**config.mk**
```make
export PLATFORM = sky130hd
export DESIGN_NAME = decode_stage_inner
export DESIGN_NICKNAME = d
export VERILOG_FILES = /design/src/rtl/pipeline_pkg.sv /design/src/rtl/imm_gen.sv /design/src/rtl/decode_stage_inner.sv
export SDC_FILE = /design/constraint.sdc
export NUM_CORES = 1
export LEC_CHECK = 0
export ABC_AREA = 1
export CAP_MARGIN = 20
export CORE_MARGIN = 1
export CORE_UTILIZATION = 26
export DETAILED_ROUTE_END_ITERATION = 10
export PLACE_DENSITY = 0.47
export SLEW_MARGIN = 40
export SYNTH_ARGS = -nofsm -noshare
export SYNTH_HDL_FRONTEND = slang
export SYNTH_SLANG_ARGS = --single-unit
```
**constraint.sdc**
```tcl
create_clock -name clk -period 2.9 [get_ports clk]
set_input_delay 0.435 -clock clk [delete_from_list [all_inputs] [get_ports clk]]
set_output_delay 0.435 -clock clk [all_outputs]
set_load 0.1 [all_outputs]
```
**src/rtl/pipeline_pkg.sv**
```systemverilog
// Encodings and helpers shared by the fetch, decode and execute stages.
package pipeline_pkg;

  // Forward status from an upstream stage to a downstream stage.
  typedef enum logic [3:0] {
    FWD_NONE      = 4'd0,
    FWD_VALID     = 4'd1,
    FWD_BUS_ERROR = 4'd2,
    FWD_ILLEGAL   = 4'd3
  } fwd_status_e;

  // Backward status from a downstream stage; the spare code 3 behaves as READY.
  typedef enum logic [1:0] {
    BWD_READY = 2'd0,
    BWD_STALL = 2'd1,
    BWD_FLUSH = 2'd2
  } bwd_status_e;

  // RV32I base opcodes.
  localparam logic [6:0] OPC_LUI      = 7'b0110111;
  localparam logic [6:0] OPC_AUIPC    = 7'b0010111;
  localparam logic [6:0] OPC_JAL      = 7'b1101111;
  localparam logic [6:0] OPC_JALR     = 7'b1100111;
  localparam logic [6:0] OPC_BRANCH   = 7'b1100011;
  localparam logic [6:0] OPC_LOAD     = 7'b0000011;
  localparam logic [6:0] OPC_STORE    = 7'b0100011;
  localparam logic [6:0] OPC_OP_IMM   = 7'b0010011;
  localparam logic [6:0] OPC_OP       = 7'b0110011;
  localparam logic [6:0] OPC_MISC_MEM = 7'b0001111;
  localparam logic [6:0] OPC_SYSTEM   = 7'b1110011;

  // Immediate layout; IMM_R means the instruction carries no immediate.
  typedef enum logic [2:0] {
    IMM_R,
    IMM_I,
    IMM_S,
    IMM_B,
    IMM_U,
    IMM_J
  } imm_fmt_e;

  // Contents of the decode output register.
  typedef struct packed {
    fwd_status_e status;
    logic [31:0] instr;
    logic [31:0] pc;
    logic [31:0] imm;
    logic [4:0]  rs1;
    logic [4:0]  rs2;
    logic [4:0]  rd;
  } decode_out_t;

  function automatic logic is_rv32i_opcode(input logic [6:0] opcode);
    case (opcode)
      OPC_LUI, OPC_AUIPC, OPC_JAL, OPC_JALR, OPC_BRANCH, OPC_LOAD,
      OPC_STORE, OPC_OP_IMM, OPC_OP, OPC_MISC_MEM, OPC_SYSTEM: return 1'b1;
      default: return 1'b0;
    endcase
  endfunction

  function automatic imm_fmt_e imm_fmt(input logic [6:0] opcode);
    case (opcode)
      OPC_LUI, OPC_AUIPC: return IMM_U;
      OPC_JAL:            return IMM_J;
      OPC_BRANCH:         return IMM_B;
      OPC_STORE:          return IMM_S;
      OPC_JALR, OPC_LOAD, OPC_OP_IMM, OPC_MISC_MEM, OPC_SYSTEM: return IMM_I;
      default:            return IMM_R;
    endcase
  endfunction

endpackage

```
**src/rtl/imm_gen.sv**
```systemverilog
// Combinational RV32I immediate extraction, sign-extended from instr[31].
module imm_gen
  import pipeline_pkg::*;
(
  input  logic [31:0] instr_i,
  output logic [31:0] imm_o
);

  // Select the immediate layout implied by the opcode.
  always_comb begin
    // NOTE: default first so every path assigns imm_o and no latch is inferred.
    imm_o = '0;
    case (imm_fmt(instr_i[6:0]))
      IMM_I: imm_o = {{20{instr_i[31]}}, instr_i[31:20]};
      IMM_S: imm_o = {{20{instr_i[31]}}, instr_i[31:25], instr_i[11:7]};
      IMM_B: imm_o = {{19{instr_i[31]}}, instr_i[31], instr_i[7],
                      instr_i[30:25], instr_i[11:8], 1'b0};
      IMM_U: imm_o = {instr_i[31:12], 12'b0};
      IMM_J: imm_o = {{11{instr_i[31]}}, instr_i[31], instr_i[19:12],
                      instr_i[20], instr_i[30:21], 1'b0};
      default: imm_o = '0;
    endcase
  end

endmodule

```
**src/rtl/decode_stage_inner.sv**
```systemverilog
// RV32I decode stage: one register slice between fetch and execute, with
// stall/flush handshaking and an early JAL redirect back to fetch.
module decode_stage_inner
  import pipeline_pkg::*;
(
  input  logic        clk,
  input  logic        rst,
  input  logic [3:0]  status_forwards_in,
  input  logic [31:0] instruction_reg_in,
  input  logic [31:0] program_counter_reg_in,
  output logic [1:0]  status_backwards_out,
  output logic [31:0] jump_address_backwards_out,
  output logic [3:0]  status_forwards_out,
  output logic [31:0] instruction_reg_out,
  output logic [31:0] program_counter_reg_out,
  output logic [31:0] immediate_reg_out,
  output logic [4:0]  rs1_addr_out,
  output logic [4:0]  rs2_addr_out,
  output logic [4:0]  rd_addr_out,
  input  logic [1:0]  status_backwards_in,
  input  logic [31:0] jump_address_backwards_in
);

  decode_out_t out_d, out_q;
  logic        redirect_pending_d, redirect_pending_q;
  logic [31:0] jump_target_d, jump_target_q;
  logic [31:0] imm;
  logic [6:0]  opcode;
  logic        stall, flush, discard, legal, set_redirect;

  imm_gen u_imm_gen (
    .instr_i (instruction_reg_in),
    .imm_o   (imm)
  );

  assign opcode  = instruction_reg_in[6:0];
  assign stall   = (status_backwards_in == BWD_STALL);
  assign flush   = (status_backwards_in == BWD_FLUSH);
  // The slot after a JAL, and anything arriving under a downstream flush, is dead.
  assign discard = flush || redirect_pending_q;
  assign legal   = (instruction_reg_in[1:0] == 2'b11) && is_rv32i_opcode(opcode);

  assign set_redirect = !stall && !discard && (status_forwards_in == FWD_VALID)
                        && legal && (opcode == OPC_JAL);
  assign redirect_pending_d = set_redirect;
  assign jump_target_d      = set_redirect ? program_counter_reg_in + imm : jump_target_q;

  // Build the next output register contents from the incoming fetch slot.
  always_comb begin
    out_d = '0;
    if (!discard) begin
      out_d.instr = instruction_reg_in;
      out_d.pc    = program_counter_reg_in;
      if (status_forwards_in == FWD_VALID) begin
        if (legal) begin
          out_d.status = FWD_VALID;
          out_d.imm    = imm;
          out_d.rs1    = instruction_reg_in[19:15];
          out_d.rs2    = instruction_reg_in[24:20];
          if (opcode != OPC_STORE && opcode != OPC_BRANCH) begin
            out_d.rd = instruction_reg_in[11:7];
          end
        end else begin
          out_d.status = FWD_ILLEGAL;
        end
      end else if (status_forwards_in == FWD_BUS_ERROR) begin
        out_d.status = FWD_BUS_ERROR;
      end
    end
  end

  // Backward status: downstream flush beats our own redirect, which beats stall.
  always_comb begin
    status_backwards_out       = BWD_READY;
    jump_address_backwards_out = '0;
    if (rst) begin
      if (flush) begin
        status_backwards_out       = BWD_FLUSH;
        jump_address_backwards_out = jump_address_backwards_in;
      end else if (redirect_pending_q) begin
        status_backwards_out       = BWD_FLUSH;
        jump_address_backwards_out = jump_target_q;
      end else if (stall) begin
        status_backwards_out = BWD_STALL;
      end
    end
  end

  // Output register holds under stall; the redirect flag lives one cycle regardless.
  always_ff @(posedge clk or negedge rst) begin
    if (!rst) begin
      out_q              <= '0;
      redirect_pending_q <= 1'b0;
      jump_target_q      <= '0;
    end else begin
      // NOTE: non-blocking so every flop samples pre-edge values, independent of order.
      redirect_pending_q <= redirect_pending_d;
      jump_target_q      <= jump_target_d;
      if (!stall) begin
        out_q <= out_d;
      end
    end
  end

  assign status_forwards_out     = out_q.status;
  assign instruction_reg_out     = out_q.instr;
  assign program_counter_reg_out = out_q.pc;
  assign immediate_reg_out       = out_q.imm;
  assign rs1_addr_out            = out_q.rs1;
  assign rs2_addr_out            = out_q.rs2;
  assign rd_addr_out             = out_q.rd;

endmodule

```
Word level (Yosys, flattened, before mapping)
Cells that the tools add are included.
{"block": "classes", "add_sub_neg": 1, "n_mul": 0, "n_div": 0, "order_cmp": 0, "eq_ne": 23, "shifts": 0, "mux": 17, "bitwise_logic": 0, "reduce_logical": 12}
{"cell": "32-bit case mux with 5 select lines", "n": 1}
{"cell": "115-bit two-way mux", "n": 1}
{"cell": "32-bit two-way mux", "n": 3}
{"cell": "47-bit two-way mux", "n": 2}
{"cell": "32-bit adder", "n": 1}
{"cell": "7-bit == test (second input constant)", "n": 4}
{"cell": "7-bit by 6-bit == test with 1-bit output (second input constant)", "n": 3}
{"cell": "3-bit case mux with 5 select lines", "n": 1}
{"cell": "7-bit by 5-bit == test with 1-bit output (second input constant)", "n": 2}
{"cell": "11-bit OR reduction", "n": 1}
{"cell": "2-bit two-way mux", "n": 5}
{"cell": "7-bit by 2-bit == test with 1-bit output (second input constant)", "n": 1}
{"cell": "7-bit by 4-bit == test with 1-bit output (second input constant)", "n": 1}
{"cell": "7-bit by 6-bit != test with 1-bit output (second input constant)", "n": 1}
{"cell": "7-bit != test (second input constant)", "n": 1}
{"cell": "3-bit by 2-bit == test with 1-bit output (second input constant)", "n": 2}
{"cell": "3-bit == test (second input constant)", "n": 2}
{"cell": "1-bit logical AND", "n": 6}
{"cell": "5-bit two-way mux", "n": 1}
{"cell": "5-bit OR reduction", "n": 1}
{"cell": "2-bit == test (second input constant)", "n": 2}
{"cell": "4-bit by 1-bit == test with 1-bit output (second input constant)", "n": 1}
{"cell": "4-bit by 2-bit == test with 1-bit output (second input constant)", "n": 1}
{"cell": "4-bit two-way mux", "n": 1}
{"cell": "6 further kinds", "n": 8}
{"block": "word_totals", "ff_bits": 148, "latch_bits": 0, "ram_bits": 0, "romBits": 0, "inputBits": 104, "output_inout_bits": 149, "wordCells": 62, "mem_count": 0}

Depth between registers and ports, before layout
Gate-level depths: netlist (run 1).
{"block": "logic_depth", "ltp_word": 8, "mapped_depth": 23, "depth_no_buf": 23}

By module
Synthesis (run 1) repeated with hierarchy kept, for this count alone.
{"block": "hier_totals", "hier_cells": 1323, "area_unflattened_um2": 9301.4}
{"mod": "decode_stage_inner", "instances": 1, "cells_per_inst": 1156, "area_each_um2": 8429.3, "seq_area_each_um2": 3653.5}
{"mod": "imm_gen", "instances": 1, "cells_per_inst": 167, "area_each_um2": 872.1, "seq_area_each_um2": 0.0}

Least setup slack after synthesis (run 1)
Ideal clock, no wire load.
{"block": "synth_path", "path_kind": "input to output", "startpoint": "input status_backwards_in[0]", "endpoint": "output jump_address_backwards_out[10]", "t_arrival_ps": 4795, "t_required_ps": 2465, "slack_ps": -2330, "path_stages": 8, "n_path_buf": 1, "path_cell_list": "inv_1 > nand2_2 > inv_1 > nor2_1 > nor2_1 > inv_1 > clkbuf_1 > a211oi_1"}
{"block": "synth_via", "elab_chain_len": 3}
{"item": "from (decl)", "line": "decode_stage_inner.sv:20", "text": "input logic [1:0] status_backwards_in,"}
{"item": "2-bit == test", "line": "decode_stage_inner.sv:38", "text": "assign flush = (status_backwards_in == BWD_FLUSH);"}
{"item": "32-bit two-way mux", "line": "decode_stage_inner.sv:77", "text": "if (flush) begin"}
{"item": "32-bit two-way mux", "line": "decode_stage_inner.sv:76", "text": "if (rst) begin"}
{"item": "to (decl)", "line": "decode_stage_inner.sv:12", "text": "output logic [31:0] jump_address_backwards_out,"}
No other way between the ends.

Final worst setup path (run 1)
{"block": "layout_path", "startpoint": "input instruction_reg_in[1]", "endpoint": "register jump_target_q[29]"}
{"block": "layout_via", "elab_chain_len": 6, "elab_cells_between_ends": 27, "cone_classes": "add/sub: 1; eq/ne: 17; mux: 3; reduce/logical: 6"}
{"item": "from (decl)", "line": "decode_stage_inner.sv:9", "text": "input logic [31:0] instruction_reg_in,"}
{"item": "7-bit == test (tied with other cells)", "line": "pipeline_pkg.sv:54, pipeline_pkg.sv:62"}
{"item": "5-bit OR reduction (tied with other cells)", "line": "pipeline_pkg.sv:62", "text": "case (opcode)"}
{"item": "3-bit case mux with 5 select lines or 1-bit two-way mux (tied branches)", "line": "pipeline_pkg.sv:62, pipeline_pkg.sv:54"}
{"item": "3-bit == test (tied with other cells)", "line": "imm_gen.sv:13", "text": "case (imm_fmt(instr_i[6:0]))"}
{"item": "32-bit case mux with 5 select lines or 1-bit logical AND (tied branches)", "line": "imm_gen.sv:13, decode_stage_inner.sv:44"}
{"item": "32-bit adder or 1-bit logical AND (tied branches)", "line": "decode_stage_inner.sv:46, decode_stage_inner.sv:44"}
{"item": "to (signal assigned)", "line": "decode_stage_inner.sv:98", "text": "jump_target_q <= jump_target_d;"}
{"item": "to (decl)", "line": "decode_stage_inner.sv:26", "text": "logic [31:0] jump_target_d, jump_target_q;"}
Several ways; a longest one is shown, not always the timed one.
A chain may end at the register's enable or synchronous reset.

==> results of run 1 <==
[layer usage]
layer,share of wire [%],vias to the layer above
li1,-,4718
met1,46,4456
met2,46,255
met3,5.7,41
met4,2.3,0
met5,0,-
[final timing paths]
kind / end / slack, ns / cells after the start
max in group asynchronous: jump_target_q[7] / 1.69 / 3
worst min-delay path: jump_target_q[30] / 0.12 / 2
worst min register to register: jump_target_q[0] / 0.48 / 2
min in group clk: instruction_reg_out[5] / 0.32 / 3
worst max-delay path: jump_target_q[29] / 0.14 / 18
worst max register to register: jump_target_q[1] / 1.03 / 8
[registers in the layout (all words and copies together) (netlist names)]
register	cells
rd_addr_out	5
rs2_addr_out	5
instruction_reg_out	32
immediate_reg_out	32
redirect_pending_q	1
rs1_addr_out	5
program_counter_reg_out	32
jump_target_q	32
status_forwards_out	2
[synth_stat cells, types with 3 or more instances]
cell type  count
a211oi_1      12
a21o_1         7
a21oi_1       37
a22o_1        36
a31oi_1        6
and2_1         3
buf_2         10
buf_4          5
clkbuf_1      28
dfrtp_1      146
ha_1          31
inv_1        145
inv_2          3
nand2_1      405
nand2_2        5
nand3_1       64
nand3b_1       4
nand4_1        8
nor2_1       108
nor2_4         3
nor3_1        26
nor4_1         3
o2111ai_1     11
o21ai_0       56
o21ai_1       17
o21bai_1       6
xnor2_1        4
xor2_1         9
[cells by family (layout without fill, tap and decap cells)]
kind of cell	count (synthesis)	after routing	synth area share, %
compound gates	193	193	14.0
xor+xnor	13	13	1.30
fa+ha+maj	32	32	4.66
buf+inv	194	606	8.76
flops	146	146	41.7
other cells	1	5	0.0428
simple gates	633	633	29.5
[placed cells by master (no fill, tap or decap), types with 8 or more instances in the layout]
cell type / n
dfrtp_1: 146
clkbuf_16: 17
ha_1: 17
a21oi_1: 26
nor3_4: 20
nand2_4: 9
xor2_1: 9
o21ai_1: 18
buf_12: 38
o21ai_0: 55
a21oi_2: 10
inv_2: 8
nand2_1: 381
a211oi_4: 10
nor2_2: 10
nand3_1: 55
nand2_2: 20
a22o_1: 36
nand4_1: 8
buf_4: 281
inv_1: 140
nor2_1: 95
nand3_2: 8
clkdlybuf4s50_1: 94
ha_4: 12
[repair_timing]
item / CTS / global route
gates resized for setup: 76 / 40
pin swaps: 10 / 4
setup endpoints to repair: 29 / 18
setup buffers: 11 / 2
cloned: 1 / 0
[final cells by class]
type / count / area (sq um)
tap: 442 / 553
sequential: 146 / 3650
inverter: 148 / 556
clock inverter: 15 / 208
fill: 3405 / 18300
timing repair buffer: 426 / 3930
antenna: 3 / 7.51
clock buffer: 17 / 425
multi-input combinational: 873 / 5220
[power by group]
group	leakage [nW]	total, mW	internal, mW	switching (mW)
Combinational	5.44	1.85	0.569	1.28
Clock	0.307	2.40	1.26	1.14
Sequential	1.88	2.17	2.12	0.0483
Total	7.62	6.42	3.95	2.47
[per-stage QoR]
step | power, mW | hold WS (ns)
floorplan | 3.30 | 0.139
global placement | 4.01 | 0.465
detailed placement | 4.01 | 0.466
CTS | 6.46 | 0.163
global route | 6.65 | 0.181
finish | 6.42 | 0.121
==> impl_metrics.tcl, run 1 <==
set metrics [dict create \
    min-delay-path-class "input pin to async pin" \
    initial_core_util_pct 26.7 \
    syn_to_final_growth_pct 66.2 \
    crit_top_cell "nand2_1" \
    dieArea_sq_mm 0.0344 \
    die_w_um 186 \
    critical_path_required_ns 3.23 \
    antenna_found_initial 3 \
    ant_nets 0 \
    dp.final_hpwl_mm 27.6 \
    cp_slowest_stage_delay_ns 0.37 \
    syn_area_per_cell_sq_um 7.23 \
    yosys_warnings 0 \
    gp_congestion 0.909 \
    critPathBufInv 3 \
    crit_path_end_kind "register" \
    clock.fmax_mhz 363 \
    r2r-start "redirect_pending_q" \
    met2_usage_pct 33.2 \
    wire_per_inst_um 17.2 \
    synthArstFlopShare_pct 100 \
    placed_cell_area_sq_mm 0.0133 \
    crit_slowest_cell "ha_1" \
    yosys.area.top_type_share_pct 41.7 \
    critical_path_class "input pin to register" \
    drtPass1Iterations 5 \
    status "completed" \
    cp-start-kind "input pin" \
    post-place-cells 2021 \
    p_per_area_mw_per_mm2 441 \
    root_buffer "clkbuf_16" \
    finalNonFillerCells 2070 \
    max_cap_violations 0 \
    globalRouteMet1Util_pct 28.4 \
    critPathArrivalTime_ns 3.09 \
    ys_ff_latch 146 \
    netlist_instances 1212 \
    worstSkewPairLatency_ns 0.44 \
    grtUsageMet3_pct 3.52 \
    fin_util_pct 44.3 \
    fin_setup_tns_ns 0 \
    grt_overflow 0 \
    stdcell_area_sq_mm 0.0146 \
    final_hold_viol_count 0 \
    track_usage_pct 20.9 \
    vias 9470 \
    htreeDepth 4 \
    clk_pin_slew_worst_paths_ns 0.07 \
    layout-drive-gt1-share_pct 30.5 \
    synth_top_flop_cell "dfrtp_1" \
    wirelength_mm 35.5 \
    p_leak_nw 7.62 \
    port_buffers 250 \
    grt_first_pass_wirelength_mm 53.7 \
    cp_cell_sequence "dlygate4sd2_1, nand2_4, nor2_4, nand2_1, nand3_4, nand2_4, nand2_4, a21oi_1, inv_1, ha_1, nand2_1, buf_4, nor4_1, nand2_1, nand2_1, nand2_1, nand3_1, nand2_1" \
    post-place-ws_ns -1.04 \
    rows 66 \
    clockBufferDepth 2 \
    period_needed_ns 2.76 \
    setup_viol 0 \
    worst-path-max-fanout 8 \
    ys_seq_area_share_pct 41.7 \
    yosys.area.top_type "dfrtp_1" \
    cts_buffers 17 \
    synth_cell_type_count 39 \
    fin_crit_sh_pct 95.0 \
    postLayoutSetupSlackWorst_ns 0.144 \
    cts_tree "yes" \
    crit_start "instruction_reg_in[1]" \
    cts.sinks 146 \
    cp_top_family "simple AND/OR/NAND/NOR gates" \
    coreArea_sq_mm 0.0329 \
    io_pins 253 \
    fin_worst_skew_ns 0.00984 \
    report.final.slew_viol_count 0 \
    ir_worst_vdd_v 0.000395 \
    grt_max_degree 114 \
    grt-busiest-layer "met2" \
    synth_top_cells_by_area "dfrtp_1 42%, nand2_1 17%, inv_1 6.2%" \
    post_drt_via_cell_ratio 4.57 \
    grt_pass1_vias 9321 \
    detail_route.iter0.violations 616 \
    ctsHoldBuffers 0 \
    syn_area_sq_mm 0.00876 \
    die_y_um 186 \
    synth_edf_count 0 \
    fin_nets 1748 \
    drc 0 \
    relSlewSlack_pct 51.2 \
    worstMarginPinSlew_ns 0.733 \
]
Power figures use the tool's default switching activity.
==> inputs of run 2 (changes only) <==
--- a/config.mk
+++ b/config.mk
@@ -6,8 +6,9 @@
 export NUM_CORES = 1
 export LEC_CHECK = 0
 export ABC_AREA = 1
+export ABC_CLOCK_PERIOD_IN_PS = 2900
 export CAP_MARGIN = 20
-export CORE_MARGIN = 1
+export CORE_MARGIN = 2
 export CORE_UTILIZATION = 26
 export DETAILED_ROUTE_END_ITERATION = 10
 export PLACE_DENSITY = 0.47
==> impl_metrics.tcl, run 2 (synthesis gave the netlist of run 1 again) <==
set metrics [dict create \
    relSlewSlack_pct 51.3 \
    period_needed_ns 2.74 \
    cp_slowest_stage_delay_ns 0.43 \
    fin_setup_tns_ns 0 \
    cp-start-kind "input pin" \
    grt_pass1_vias 9485 \
    met2WireLength_mm 17.2 \
    p_per_area_mw_per_mm2 438 \
    worstSkewPairLatency_ns 0.44 \
    post_drt_via_cell_ratio 4.54 \
    clockBufferDepth 2 \
    met1_length_mm 16.8 \
    grt_first_pass_wirelength_mm 55.6 \
    grt_max_degree 114 \
    ir_worst_vdd_v 0.000399 \
    wire_per_inst_um 17.3 \
    cp_top_family "simple AND/OR/NAND/NOR gates" \
    wirelength_mm 36.1 \
    critPathArrivalTime_ns 3.08 \
    critical_path_class "input pin to register" \
    cts_buffers 17 \
    gp_congestion 0.883 \
    syn_to_final_growth_pct 68.0 \
    critical_path_required_ns 3.24 \
    htreeDepth 4 \
    finalNonFillerCells 2086 \
    cts.sinks 146 \
    mostFrequentLayoutCells "380 x nand2_1, 288 x buf_4, 146 x dfrtp_1, 141 x inv_1, 94 x clkdlybuf4s50_1" \
    critPathBufInv 3 \
    fin_nets 1760 \
    cts_tree "yes" \
    antenna_found_initial 1 \
    clock.fmax_mhz 365 \
    grt_overflow 0 \
    status "completed" \
    initial_core_util_pct 26.3 \
    rows 67 \
    crit_path_end_kind "register" \
    min-delay-path-class "input pin to async pin" \
    layout-drive-gt1-share_pct 31.4 \
    rsz0062_at_grt "false" \
    drtPass1Iterations 5 \
    p_leak_nw 7.74 \
    n_fill_cell 3440 \
    fin_worst_skew_ns 0.0193 \
    top_layer "met4" \
    cp_cell_sequence "clkdlybuf4s15_1, inv_2, nand2_2, nor2_4, nand2_1, nand3_2, nand2_2, buf_2, o2111ai_1, ha_1, nand2_1, nor2_1, nand2_1, nor4_4, nand2_4, nand2_1, nand2_1, nand3_1, nand2_1" \
    post-place-cells 2038 \
    post-place-ws_ns -0.986 \
    dieArea_sq_mm 0.0352 \
    clk_pin_slew_worst_paths_ns 0.08 \
    die_w_um 188 \
    route.met3.wl_mm 1.41 \
    root_buffer "clkbuf_16" \
    drc 0 \
    fin_crit_sh_pct 94.4 \
    port_buffers 250 \
    coreArea_sq_mm 0.0334 \
    finalPower_mw 6.44 \
    dp.final_hpwl_mm 28.3 \
    die_y_um 188 \
    crit_slowest_cell "ha_1" \
    setup_viol 0 \
    final_hold_viol_count 0 \
    vias 9466 \
    worst-path-max-fanout 7 \
    track_usage_pct 20.6 \
    postLayoutSetupSlackWorst_ns 0.161 \
    report.final.slew_viol_count 0 \
    final_common_cell "nand2_1" \
    crit_top_cell "nand2_1" \
    max_cap_violations 0 \
    detail_route.iter0.violations 644 \
    io_pins 253 \
    ant_nets 0 \
    worstMarginPinSlew_ns 0.730 \
]
==> run 2: cell count changes in the layout (fill, tap and decap cells not counted), moves of 4 or more <==
cell,delta
buf_4,+7
ha_1,+4
a21oi_1,-4
ha_4,-6
==> run 2: worst paths after layout <==
| path | start | endpoint | slack [ns] | cells after the start |
|---|---|---|---|---|
| worst max-delay path | instruction_reg_in[4] | jump_target_q[30] | 0.16 | 19 |
| worst min-delay path | rst | immediate_reg_out[24] | 0.004 | 2 |
| worst max register to register | redirect_pending_q | program_counter_reg_out[8] | 1.10 | 6 |
| worst min register to register | immediate_reg_out[5] | immediate_reg_out[5] | 0.48 | 2 |
| max in group asynchronous | rst | program_counter_reg_out[2] | 1.85 | 3 |
| min in group clk | instruction_reg_in[5] | instruction_reg_out[5] | 0.32 | 3 |
==> run 2: cell type report <==
type	instances	area (sq um)	area share (%)
sequential	146	3650	24.8
antenna	1	2.50	0.0170
timing repair buffer	438	4070	27.6
tap	448	561	3.81
clock buffer	17	425	2.89
multi-input combinational	873	5240	35.6
inverter	148	558	3.79
clock inverter	15	205	1.39
==> run 2: timing repair <==
item	in CTS	in global routing
resized for setup	78	51
hold buffers	0	0
hold endpoints to repair	0	0
cloned	0	1
pin swaps	14	5
setup endpoints to repair	29	23
setup buffers	14	0
==> run 2: where the power goes <==
| group | leakage, nW | total, mW | switching, mW | internal (mW) |
|---|---|---|---|---|
| Sequential | 1.88 | 2.17 | 0.0494 | 2.12 |
| Clock | 0.307 | 2.41 | 1.15 | 1.26 |
| Combinational | 5.55 | 1.87 | 1.29 | 0.573 |
==> run 2: worst reg2reg max path: cells and delay by family, from the launching register on <==
family,cells,cell delay [ns]
simple gates,2,0.35
compound gates,1,0.21
flops,1,0.40
buf+inv,3,0.80
==> run 2: per-layer routing <==
metal | up-vias | GRT usage (%)
met1 | 4498 | 27.7
met3 | 25 | 3.11
li1 | 4730 | -
met5 | - | 0
met4 | 0 | 5.27
met2 | 213 | 34.6
==> run 2: metrics by stage <==
stage          util [%]  cell area (sq um)  hold WS [ns]
5_1_grt            44.1              14700        0.0222
3_3_place_gp       40.3              13400         0.463
2_1_floorplan         -               9170         0.139
4_1_cts            43.4              14500        0.0214
6_report           44.1              14700       0.00388
3_5_place_dp       40.3              13500         0.466
==> inputs of run 3 (changes only) <==
--- a/config.mk
+++ b/config.mk
@@ -10,8 +10,9 @@
 export CAP_MARGIN = 20
 export CORE_MARGIN = 2
 export CORE_UTILIZATION = 26
+export CTS_CLUSTER_DIAMETER = 120
 export DETAILED_ROUTE_END_ITERATION = 10
-export PLACE_DENSITY = 0.47
+export PLACE_DENSITY = 0.5
 export SLEW_MARGIN = 40
 export SYNTH_ARGS = -nofsm -noshare
 export SYNTH_HDL_FRONTEND = slang
==> impl_metrics.tcl, run 3 (synthesis gave the netlist of run 1 again) <==
set metrics [dict create \
    status "completed" \
    detail_route.iter0.violations 573 \
    die_w_um 188 \
    fin_worst_skew_ns 0.0111 \
    dieArea_sq_mm 0.0352 \
    cts_buffers 17 \
    worst-path-max-fanout 10 \
    antenna_found_initial 0 \
    gp_congestion 0.896 \
    vias 9403 \
    wirelength_mm 35.3 \
    grt_overflow 0 \
    dp.final_hpwl_mm 27.6 \
    drtPass1Iterations 5 \
    grt_pass1_vias 9236 \
    report.final.slew_viol_count 0 \
    wire_per_inst_um 17.2 \
    stdcell_area_sq_mm 0.0144 \
    worstMarginPinSlew_ns 0.671 \
    drc 0 \
    port_buffers 250 \
    ctsHoldBuffers 0 \
    fin_nets 1723 \
    post_drt_via_cell_ratio 4.59 \
    syn_to_final_growth_pct 64.1 \
    rows 67 \
    p_leak_nw 7.53 \
    finalPower_mw 6.32 \
    p_per_area_mw_per_mm2 440 \
    root_buffer "clkbuf_16" \
    critical_path_class "input pin to register" \
    period_needed_ns 2.69 \
    grt_first_pass_wirelength_mm 54.2 \
    fin_crit_sh_pct 92.8 \
    crit_path_end_kind "register" \
    ant_nets 0 \
    relSlewSlack_pct 55.2 \
    ir_worst_vdd_v 0.000410 \
    clockBufferDepth 2 \
    coreArea_sq_mm 0.0334 \
    critical_path_required_ns 3.24 \
    worstSkewPairLatency_ns 0.44 \
    cts.sinks 146 \
    mostFrequentLayoutCells "380 x nand2_1, 253 x buf_4, 146 x dfrtp_1, 141 x inv_1, 95 x clkdlybuf4s50_1" \
    max_cap_violations 0 \
    clk_pin_slew_worst_paths_ns 0.08 \
    min-delay-path-class "input pin to async pin" \
    num_antenna_cells 0 \
    htreeDepth 4 \
    placed_cell_area_sq_mm 0.0132 \
    cp-start-kind "input pin" \
    io_pins 253 \
    die_y_um 188 \
    track_usage_pct 20.0 \
    grt_max_degree 114 \
    initial_core_util_pct 26.3 \
    final_common_cell "nand2_1" \
    r2r.worst_path.cells 6 \
    layout-drive-gt1-share_pct 30.1 \
    cts_tree "yes" \
    clock.fmax_mhz 372 \
    final_hold_viol_count 0 \
    critPathArrivalTime_ns 3.03 \
    setup_viol 0 \
]
## run 3: cell count changes in the layout (fill, tap and decap cells not counted), moves of 3 or more
| cell | before | now |
|---|---|---|
| buf_4 | 288 | 253 |
| ha_2 | 4 | 10 |
| ha_1 | 21 | 16 |
| nor2_2 | 10 | 14 |
| a21oi_1 | 22 | 19 |
| a21oi_4 | 2 | 5 |
| dlygate4sd2_1 | 5 | 2 |
| dlymetal6s2s_1 | 1 | 4 |
| nor4_2 | 0 | 3 |
| o21ai_1 | 17 | 20 |
## run 3: metal layers
layer	wire length [um]	vias up	track usage [%]	part of all wire, %
met4	678	0	4.94	1.9
met5	0	-	0	0
li1	-	4663	-	-
met2	16700	263	33.0	47
met1	16100	4447	27.6	46
met3	1790	30	2.71	5.1
## run 3: final cells by class
cell class                      count  area, sq um
Fill cell                        3458        19000
Multi-Input combinational cell    873         5190
Timing Repair Buffer              401         3800
Sequential cell                   146         3650
Tap cell                          448          561
Inverter                          148          556
Clock buffer                       17          425
Clock inverter                     15          185
## run 3: path summary, 6_finish.rpt
kind | start | end | slack [ns]
max | instruction_reg_in[6] | jump_target_q[24] | 0.21
min | rst | jump_target_q[30] | 0.11
max reg2reg | redirect_pending_q | instruction_reg_out[0] | 0.98
min reg2reg | jump_target_q[25] | jump_target_q[25] | 0.49
max in group asynchronous | rst | instruction_reg_out[28] | 1.74
min in group clk | instruction_reg_in[1] | instruction_reg_out[1] | 0.32
## run 3: timing repair
action | 4_1_cts | 5_1_grt
endpoints found under the setup margin | 27 | 28
pin swaps | 12 | 7
setup buffers | 7 | 1
resized for setup | 64 | 63
## run 3: critical path: stages
cell and delay [ns]:
dlygate4sd2_1 0.25, inv_2 0.06, buf_4 0.13, nor2_4 0.15
buf_4 0.15, nand2_4 0.10, a31oi_1 0.18, a21o_1 0.15
ha_1 0.30, nand2_1 0.16, inv_1 0.07, a21oi_2 0.22
nor2_1 0.09, o21bai_1 0.26, nand4_1 0.13, nand3_1 0.11
nand2_1 0.06
## run 3: power by group
group          total, mW  leakage, nW  internal, mW  switching (mW)
Combinational       1.84         5.36         0.557            1.28
Clock               2.32        0.293          1.17            1.15
Sequential          2.17         1.88          2.12          0.0501
Total               6.32         7.53          3.85            2.48
## run 3: per-stage QoR
stage | TNS, ns | utilization (%) | setup slack (ns) | cells | hold slack, ns
finish | 0 | 43.1 | 0.210 | 2048 | 0.110
global route | -0.0284 | 43.1 | -0.0124 | 2048 | 0.166
CTS | -0.00469 | 42.4 | -0.00469 | 2047 | 0.152
detailed placement | -19.22 | 39.6 | -0.877 | 2008 | 0.466
global placement | -18.93 | 39.6 | -0.875 | 2008 | 0.463
floorplan | -0.324 | - | -0.153 | 1213 | 0.139
